[src/rtl/fifo_pop_arbiter.sv]
// Two-input round-robin pop arbiter between two upstream lane FIFOs and one downstream FIFO,
// with credit-based downstream occupancy tracking. Define FIFO_ARB_STRICT_PRIO_EN for fixed FIFO0 priority.
module fifo_pop_arbiter #(
  parameter int data_width = 6,
  parameter int DOWN_DEPTH = 4,
  parameter int OCC_W      = 3
) (
  input  logic                  clk,
  input  logic                  reset_L,
  input  logic                  init,
  input  logic                  empty_0,
  input  logic                  empty_1,
  input  logic [data_width-1:0] data_in_0,
  input  logic [data_width-1:0] data_in_1,
  output logic                  pop_0,
  output logic                  pop_1,
  input  logic                  down_rd,
  output logic                  push,
  output logic [data_width-1:0] data_out,
  output logic                  src,
  output logic                  error
);

  logic                  r_prio;
  logic [OCC_W-1:0]      r_occ;
  logic                  r_v1;
  logic                  r_s1;
  logic                  r_push;
  logic [data_width-1:0] r_data_out;
  logic                  r_src;
  logic                  r_error;

  logic                  w_room;
  logic                  w_elig_0;
  logic                  w_elig_1;
  logic                  w_gnt_v;
  logic                  w_gnt_idx;
  logic                  w_ret;
  logic [OCC_W-1:0]      w_occ_nxt;

  // A slot is reserved at pop time, so the credit check covers reads still in flight.
  assign w_room   = (r_occ < OCC_W'(DOWN_DEPTH));
  assign w_elig_0 = !empty_0 && w_room && reset_L && init;
  assign w_elig_1 = !empty_1 && w_room && reset_L && init;
  assign w_ret    = down_rd && (r_occ != '0);

  // NOTE: every always_comb output gets a default first so no path can infer a latch.
  always_comb begin
    w_gnt_v   = w_elig_0 || w_elig_1;
    w_gnt_idx = 1'b0;
`ifdef FIFO_ARB_STRICT_PRIO_EN
    w_gnt_idx = !w_elig_0;
`else
    if (w_elig_0 && w_elig_1) w_gnt_idx = r_prio;
    else                      w_gnt_idx = w_elig_1;
`endif
    pop_0 = w_gnt_v && !w_gnt_idx;
    pop_1 = w_gnt_v &&  w_gnt_idx;
  end

  always_comb begin
    w_occ_nxt = r_occ;
    if (w_gnt_v && !w_ret)      w_occ_nxt = r_occ + OCC_W'(1);
    else if (!w_gnt_v && w_ret) w_occ_nxt = r_occ - OCC_W'(1);
  end

  // NOTE: sequential state uses non-blocking assignments so every register samples pre-edge values.
  always_ff @(posedge clk or negedge reset_L) begin
    if (!reset_L) begin
      r_prio     <= 1'b0;
      r_occ      <= '0;
      r_v1       <= 1'b0;
      r_s1       <= 1'b0;
      r_push     <= 1'b0;
      r_data_out <= '0;
      r_src      <= 1'b0;
      r_error    <= 1'b0;
    end else if (!init) begin
      r_prio     <= 1'b0;
      r_occ      <= '0;
      r_v1       <= 1'b0;
      r_s1       <= 1'b0;
      r_push     <= 1'b0;
      r_data_out <= '0;
      r_src      <= 1'b0;
      r_error    <= 1'b0;
    end else begin
`ifdef FIFO_ARB_STRICT_PRIO_EN
      r_prio <= 1'b0;
`else
      if (w_gnt_v) r_prio <= !w_gnt_idx;
`endif
      r_occ <= w_occ_nxt;
      r_v1  <= w_gnt_v;
      r_s1  <= w_gnt_v && w_gnt_idx;
      // Upstream read data is valid only in the cycle after the pop, so the lane is picked by stage 1.
      r_push     <= r_v1;
      r_src      <= r_s1;
      r_data_out <= r_v1 ? (r_s1 ? data_in_1 : data_in_0) : '0;
      if (down_rd && (r_occ == '0)) r_error <= 1'b1;
    end
  end

  assign push     = r_push;
  assign data_out = r_data_out;
  assign src      = r_src;
  assign error    = r_error;

endmodule

[config.mk]
export PLATFORM = sky130hd
export DESIGN_NAME = fifo_pop_arbiter
export DESIGN_NICKNAME = d
export VERILOG_FILES = /design/src/rtl/fifo_pop_arbiter.sv
export SDC_FILE = /design/constraint.sdc
export NUM_CORES = 1
export LEC_CHECK = 0
export ABC_CLOCK_PERIOD_IN_PS = 3580
export BUFFER_PORTS_ARGS = -buffer_cell sky130_fd_sc_hd__buf_2
export CAP_MARGIN = 15
export CORE_UTILIZATION = 52
export CTS_BUF_LIST = sky130_fd_sc_hd__clkbuf_8
export CTS_CLUSTER_DIAMETER = 40
export DETAILED_ROUTE_END_ITERATION = 16
export GPL_TIMING_DRIVEN = 0
export PLACE_DENSITY = 0.95
export SYNTH_ARGS = -nofsm -noshare
export SYNTH_HDL_FRONTEND = slang
export SYNTH_SLANG_ARGS = --single-unit
[constraint.sdc]
create_clock -name clk -period 3.58 [get_ports clk]
set_clock_uncertainty 0.1 [all_clocks]
set_input_delay 0.716 -clock clk [delete_from_list [all_inputs] [get_ports clk]]
set_output_delay 0.716 -clock clk [all_outputs]
set_load 0.01 [all_outputs]
## Yosys cells after proc, flatten, opt, wreduce, memory -nomap -nowiden

Cells that the tools add are included.

- Register bits: 15
- Output and inout port bits: 11
- Input bits: 18
- Logic and storage cells: 50

- Order comparisons: 1
- Mux-type cells: 15
- Add/sub/neg operators: 2
- Eq/ne operators: 3
- Reduce and logical (&&, ||, !) cells: 21

Operator list:

| operator | number |
|---|---|
| $mux 6 | 3 |
| $logic_and 1x1->1 | 13 |
| $mux 1 | 9 |
| $mux 3 | 3 |
| $logic_not 1->1 | 5 |
| $ne 2x1->1 const B | 2 |
| $add 3x1->3 const B | 1 |
| $logic_not 3->1 | 1 |
| $lt 3x3->1 const B | 1 |
| $ne 3x1->1 const B | 1 |
| $reduce_bool 3->1 | 1 |
| $sub 3x1->3 const B | 1 |
| $logic_or 1x1->1 | 1 |

## Longest topological paths before layout

Gate-level depths: netlist (run 1).

- Depth after elaboration: 10
- Gate-level depth with buffers: 8
- Gate-level depth less buffers: 7

## Worst setup path after synthesis (run 1)

No wires, ideal clock.

- Kind: in2out
- From: input port init
- To: output port pop_0
- Setup slack: 1293 ps
- Stages: 4
- Arrival time: 1471 ps
- Buffers on the path: 1
- Required time: 2764 ps
- Path through: buf_6 > nand3b_4 > nor3_1 > nor2b_1

- Cells in the longest elaborated chain, start to end: 5
- Elaborated cells between the ends (all ways): 7
- Classes of those cells: mux (1); reduce/logical (6)

Ends and longest elaborated chain:

| element | RTL line | text |
|---|---|---|
| start: declaration | 10 | `input logic init,` |
| $logic_and 1x1->1 (on tied branches) | 43, 44 |  |
| $logic_and 1x1->1 | 54 | `if (w_elig_0 && w_elig_1) w_gnt_idx = r_prio;` |
| $mux 1 | 54 |  |
| $logic_not 1->1 | 57 | `pop_0 = w_gnt_v && !w_gnt_idx;` |
| $logic_and 1x1->1 (*) | 57 |  |
| end: declaration | 15 | `output logic pop_0,` |

Every way passes the cells marked *; elsewhere a longest branch is shown, timed or not.

## Worst setup path in the final report (run 1)

- From: input port reset_L
- To: output port pop_0

- Cells in the longest elaborated chain, start to end: 6
- Elaborated cells between the ends (all ways): 9
- Classes of those cells: mux (1); reduce/logical (8)

Ends and longest elaborated chain:

| element | RTL line | text |
|---|---|---|
| start: declaration | 9 | `input logic reset_L,` |
| $logic_and 1x1->1 (on tied branches) (2 in series) | 43, 44 |  |
| $logic_and 1x1->1 | 54 |  |
| $mux 1 | 54 |  |
| $logic_not 1->1 | 57 |  |
| $logic_and 1x1->1 (*) | 57 |  |

Marked as above.

==> impl_metrics.ini, run 1 <==
[logic_synthesis]
avgSynthCellArea_sq_um = 11.76
synthTopCellsByCount = 15 x dfrtp_1, 8 x mux2i_1, 8 x nor2_1
synth_area_sq_um = 705.7
ys.flop_type = dfrtp_1
synthCells = 60
ys_warn_count = 0
synth_cell_types = 24
synth_xor_area_share_pct = 1.241
synthTopCellsByArea = dfrtp_1 53%, mux2i_1 11%, nor2_1 4.3%
synth_fa_ha_area_share_pct = 2.837
synth_compound_area_share_pct = 8.688
synth.most_common_cell = dfrtp_1
seq_area_frac_synth_pct = 53.19
synth_top_family_by_area = simple AND/OR/NAND/NOR gates
synth_nets = 79
yosys.area_share.simple_pct = 18.97
synth_enable_flop_cells = 0
synth-async-reset-ratio_pct = 100.0
ys_seq_elements = 15
synth_top_cell_by_area = dfrtp_1
synthMuxAreaShare_pct = 11.35
yosysTopAreaCellShare_pct = 53.19

[routing]
firstDrtPassIters = 4
drcViolationCount = 0
ant_nets = 0
met1_length_um = 542
top_layer_used = met4
post_drt_wl_per_cell_um = 13.58
met2RoutedLength_um = 775
drtIter0Drc = 5
wl_met3_um = 60
vias = 559
via_per_inst = 5.324
wl_um = 1426

[worst_setup_path]
cp-start-kind = primary input
r2r_start = r_occ[1]
r2r_cells = 5
required_ns = 2.76
arrival_ns = 1.74
worstSetupPathType = in -> out
crit_fanout = 16
r2r_slack_ns = 1.60
endpoint_kind = output pin
reg2reg_to = r_occ[2]

[die]
placement_rows = 12
num_io_pins = 29
die_x_um = 38.84
die_area_sq_um = 1509
die_h_um = 38.84
start_util_pct = 59.49
core_area_sq_um = 1186

[timing]
fmaxAchievable_ghz = 0.3905
fin_crit_ns = 2.561
setup_viol = 0
post-route-period-util_pct = 71.52
worst_pin_slew_ns = 0.4736
rsz0062_at_grt = false
slew_headroom_pct = 68.43
finalHoldViolCount = 0
slew_violations = 0
setup_tns_ns = 0

[power_and_ir_drop]
p_leak_nw = 0.4876
p_comb_share_pct = 26.5
power.share.switching_pct = 30.60
pwr_density_cell_nw_per_um2 = 525.9
seqPwrFrac_pct = 44.4
power.switching_mw = 0.1456
ir_drop_mv = 0.3694
clkPwrFrac_pct = 29.0
intPower_mw = 0.3302

[finish]
final_nets = 111
area_delta_synth_final_pct = 28.19
fill_cells = 81
fin_cells = 105
utilization_pct = 76.27
antenna_cells = 0
drive_above_1_share_pct = 40.66

[clocking]
cts_setup_buffers = 0
clkTransAtPathRegs_ns = 0.07
cts_num_sinks = 15
insertion_delay_ns = 0.26
cts_made_buffers = 3
cts_hold_buf = 0
htreeDepth = 1
clk_path_buf_depth = 2
cts_tree = yes
cts_root_buf = clkbuf_8
post_cts_resize_count = 0

[min_path]
hp-class = in -> async

[placement]
dp.cells = 101
port_buffers = 27
place_congestion = 0.8258

[job]
max-cap-violations = 0

[global_route]
antenna_found_initial = 0
grt_pass1_wl_um = 2325
grt_max_degree = 17
overflow = 0
first_global_vias = 516
grt.total_usage_pct = 25.03

[run_status]
status = complete, no violations
-- logic make-up after synthesis --
logic type | after synthesis
AO/OA/AOI/OAI | 7
adder cells (fa/ha/maj) | 1
flip-flops | 15
multiplexers | 8
buffers and inverters | 5
XOR/XNOR | 1
AND/OR/NAND/NOR | 23
-- flip-flops by register name (all words and copies together) (netlist names) --
register  flops
data_out      6
r_occ         3
error         1
push          1
r_prio        1
r_s1          1
r_v1          1
src           1
-- cells in the final DEF, fill, tap and decap left out --
cell type	count
a21boi_0	1
a21oi_4	1
and2_2	2
and3b_1	1
buf_2	27
buf_6	1
clkbuf_1	1
clkbuf_8	3
clkinv_2	1
dfrtp_1	15
fa_1	1
inv_1	3
mux2i_1	8
nand2_1	4
nand3b_4	1
nor2_1	8
nor2b_1	1
nor3_1	3
nor3b_1	1
nor4b_1	1
o211ai_1	1
o21a_1	1
o21ai_0	1
o31a_2	1
o31ai_1	1
or2b_1	1
xor2_1	1
-- per-stage QoR --
step / total power [mW] / worst slack [ns] / instance area (sq um) / hold WS (ns)
final: 0.4758 / 1.020 / 904.6 / 0.2618
after global routing: 0.5065 / 0.9099 / 904.6 / 0.2824
after CTS: 0.4779 / 1.009 / 904.6 / 0.2717
after detailed placement: 0.3394 / 1.006 / 858.3 / 0.3792
after global placement: 0.3295 / 1.069 / 858.3 / 0.3733
after floorplan: 0.2981 / 1.293 / 705.7 / 0.3204
-- worst max path at each step --
| stage | from | cells after the start | endpoint |
|---|---|---|---|
| after global routing | reset_L | 5 | pop_0 |
| after CTS | reset_L | 5 | pop_0 |
| after detailed placement | reset_L | 5 | pop_0 |
| after global placement | reset_L | 5 | pop_0 |
| final | reset_L | 5 | pop_0 |
| after floorplan | init | 4 | pop_0 |
-- routing by layer --
metal  GRT usage, %  vias up
li1               -      266
met3          8.671        7
met5              0        -
met1          25.57      267
met2          44.17       19
met4          12.93        0
-- area by class of cell --
| class | count | area (sq um) | share of cell area [%] |
|---|---|---|---|
| flip-flops and latches | 15 | 375.4 | 41.49 |
| clock buffers | 3 | 41.29 | 4.564 |
| plain buffers | 2 | 15.01 | 1.660 |
| multi-input cells | 40 | 304.0 | 33.61 |
| clock inverters | 1 | 5.005 | 0.5533 |
| well taps | 14 | 17.52 | 1.936 |
| inverters | 3 | 11.26 | 1.245 |
| repair buffers | 27 | 135.1 | 14.94 |
-- power groups by stage --
stage / clock network, mW / logic [mW] / registers [mW]
after floorplan: 0 / 0.0850 / 0.213
after global placement: 0 / 0.117 / 0.213
after detailed placement: 0 / 0.126 / 0.213
after CTS: 0.139 / 0.128 / 0.211
after global routing: 0.151 / 0.140 / 0.215
final: 0.138 / 0.126 / 0.211
-- worst max-delay path, stage by stage --
cell      delay [ns]
buf_2           0.31
nand3b_4        0.14
nor3_1          0.35
nor2b_1         0.08
buf_2           0.15
No activity file was read; power rests on OpenSTA's default activity.
==> inputs of run 2 (changes only) <==
==> config.mk (replaced) <==
export PLATFORM = sky130hd
export DESIGN_NAME = fifo_pop_arbiter
export DESIGN_NICKNAME = d
export VERILOG_FILES = /design/src/rtl/fifo_pop_arbiter.sv
export SDC_FILE = /design/constraint.sdc
export NUM_CORES = 1
export LEC_CHECK = 0
export ABC_CLOCK_PERIOD_IN_PS = 2150
export BUFFER_PORTS_ARGS = -buffer_cell sky130_fd_sc_hd__buf_2
export CAP_MARGIN = 15
export CORE_UTILIZATION = 43
export CTS_BUF_LIST = sky130_fd_sc_hd__clkbuf_8
export CTS_CLUSTER_DIAMETER = 40
export DETAILED_ROUTE_END_ITERATION = 16
export GPL_TIMING_DRIVEN = 0
export PLACE_DENSITY = 0.87
export SYNTH_ARGS = -nofsm -noshare
export SYNTH_HDL_FRONTEND = slang
export SYNTH_SLANG_ARGS = --single-unit
==> constraint.sdc (replaced) <==
create_clock -name clk -period 2.15 [get_ports clk]
set_clock_uncertainty 0.1 [all_clocks]
set_input_delay 0.43 -clock clk [delete_from_list [all_inputs] [get_ports clk]]
set_output_delay 0.43 -clock clk [all_outputs]
set_load 0.01 [all_outputs]
==> run 2 against run 1 <==
- critical path depth rose by 1
- register-to-register slack got worse by 1.4 ns
- clock power is 61% higher
- routed wire length decreased by 10%
- via count fell by 2.1%
- final cell count increased by 3.8%
- worst setup slack worse by 0.78 ns
- sequential share of layout area down 1.0 points
- sequential power up 66%
- highest routed layer is now met3
==> impl_metrics.ini, run 2 (synthesis results as in run 1) <==
[timing]
fin_crit_ns = 1.913
setup_viol = 0
rsz0062_at_grt = false
slew_headroom_pct = 69.50
slew_violations = 0
worst_slack_ns = 0.2369
setup_tns_ns = 0
hold_ws_ns = 0.3097
worst_pin_slew_ns = 0.4575
post-route-period-util_pct = 88.98
fmaxAchievable_ghz = 0.5227
finalHoldViolCount = 0

[global_route]
first_global_vias = 513
grt_max_degree = 11
antenna_found_initial = 0
grt.total_usage_pct = 16.12
grt_pass1_wl_um = 2145
overflow = 0

[power_and_ir_drop]
ir_drop_mv = 0.4901
p_leak_nw = 0.4960
pwr_density_cell_nw_per_um2 = 844.6

[worst_setup_path]
required_ns = 2.22
arrival_ns = 1.98
worstSetupPathType = reg -> reg
r2r_slack_ns = 0.24
crit_fanout = 7
r2r_start = r_occ[2]
endpoint_kind = flop
cp-start-kind = flop
r2r_cells = 6
reg2reg_to = r_occ[1]

[finish]
area_delta_synth_final_pct = 31.38
antenna_cells = 0
final_common_cell = buf_2
final_nets = 113
fin_cells = 109
utilization_pct = 60.84
largest_register_ffs = 6
final_cell_mix = 27 x buf_2, 15 x dfrtp_1, 8 x mux2i_1, 8 x nor2_1, 4 x nand2_1
drive_above_1_share_pct = 39.78

[clocking]
clkTransAtPathRegs_ns = 0.06
htreeDepth = 1
post_cts_resize_count = 0
cts_root_buf = clkbuf_8
cts_tree = yes
cts_num_sinks = 15
clk_path_buf_depth = 2
insertion_delay_ns = 0.24
cts_made_buffers = 3

[routing]
vias = 547
ant_nets = 0
wl_um = 1280
drtIter0Drc = 3
drcViolationCount = 0
firstDrtPassIters = 3
via_per_inst = 5.018
post_drt_wl_per_cell_um = 11.74

[placement]
port_buffers = 27
pre_cts_slack_ns = -0.09046
place_congestion = 0.7191
dp.cells = 103
dp_hpwl_um = 968.9

[run_status]
status = complete, no violations

[die]
placement_rows = 14
core_area_sq_um = 1524
start_util_pct = 46.31
num_io_pins = 29
die_h_um = 42.51
die_area_sq_um = 1807
die_x_um = 42.51

[min_path]
min_to = r_s1
min_path_cells = 2
hp-class = in -> reg
min_from = empty_1

[job]
max-cap-violations = 0
[run 2: metrics by stage]
stage	instance area [sq um]	power, mW
6_report	927.1	0.7831
2_1_floorplan	705.7	0.4963
4_1_cts	927.1	0.7955
3_3_place_gp	860.8	0.5477
5_1_grt	927.1	0.8334
3_5_place_dp	860.8	0.5649
[run 2: layout make-up]
| cell class | instances | area, sq um |
|---|---|---|
| tap | 16 | 20.02 |
| clock inverter | 1 | 5.005 |
| sequential | 15 | 375.4 |
| fill | 127 | 596.8 |
| inverter | 3 | 11.26 |
| clock buffer | 3 | 41.29 |
| timing repair buffer | 29 | 155.1 |
| multi-input combinational | 40 | 304.0 |
| buffer | 2 | 15.01 |
[run 2: how the worst max path moves through the flow]
stage,startpoint,endpoint,slack (ns),cells after the start
6_report,r_occ[2],r_occ[1],0.24,6
3_5_place_dp,reset_L,r_occ[1],-0.09,7
3_3_place_gp,reset_L,r_occ[2],-0.03,7
5_1_grt,r_occ[1],r_occ[1],0.1,5
2_1_floorplan,init,r_occ[2],0.27,8
4_1_cts,r_occ[2],r_occ[1],0.22,6
[run 2: power breakdown]
part           internal (mW)  leakage, nW  switching (mW)
registers              0.318        0.204          0.0328
logic                  0.108        0.267           0.102
clock network          0.128       0.0255          0.0941
[run 2: timing repair]
| action | 4_1_cts | 5_1_grt |
|---|---|---|
| hold buffers | 2 | 0 |
| buffers inserted | 0 | 0 |
| hold endpoints to repair | 7 | 0 |
[run 2: per-layer routing]
layer | part of all wire [%] | GRT usage [%] | wire length (um) | vias up
li1 | - | - | - | 270
met1 | 42 | 19.89 | 538 | 253
met2 | 51 | 25.85 | 649 | 24
met3 | 7.2 | 4.741 | 92 | 0
met4 | 0 | 7.500 | 0 | 0
met5 | 0 | 0 | 0 | -
[run 2: critical path, stage by stage (launching register included)]
cell      delay, ns
dfrtp_1        0.41
nand3b_4       0.19
a21oi_4        0.20
and2_2         0.19
fa_1           0.41
or2b_1         0.23
mux2i_1        0.12
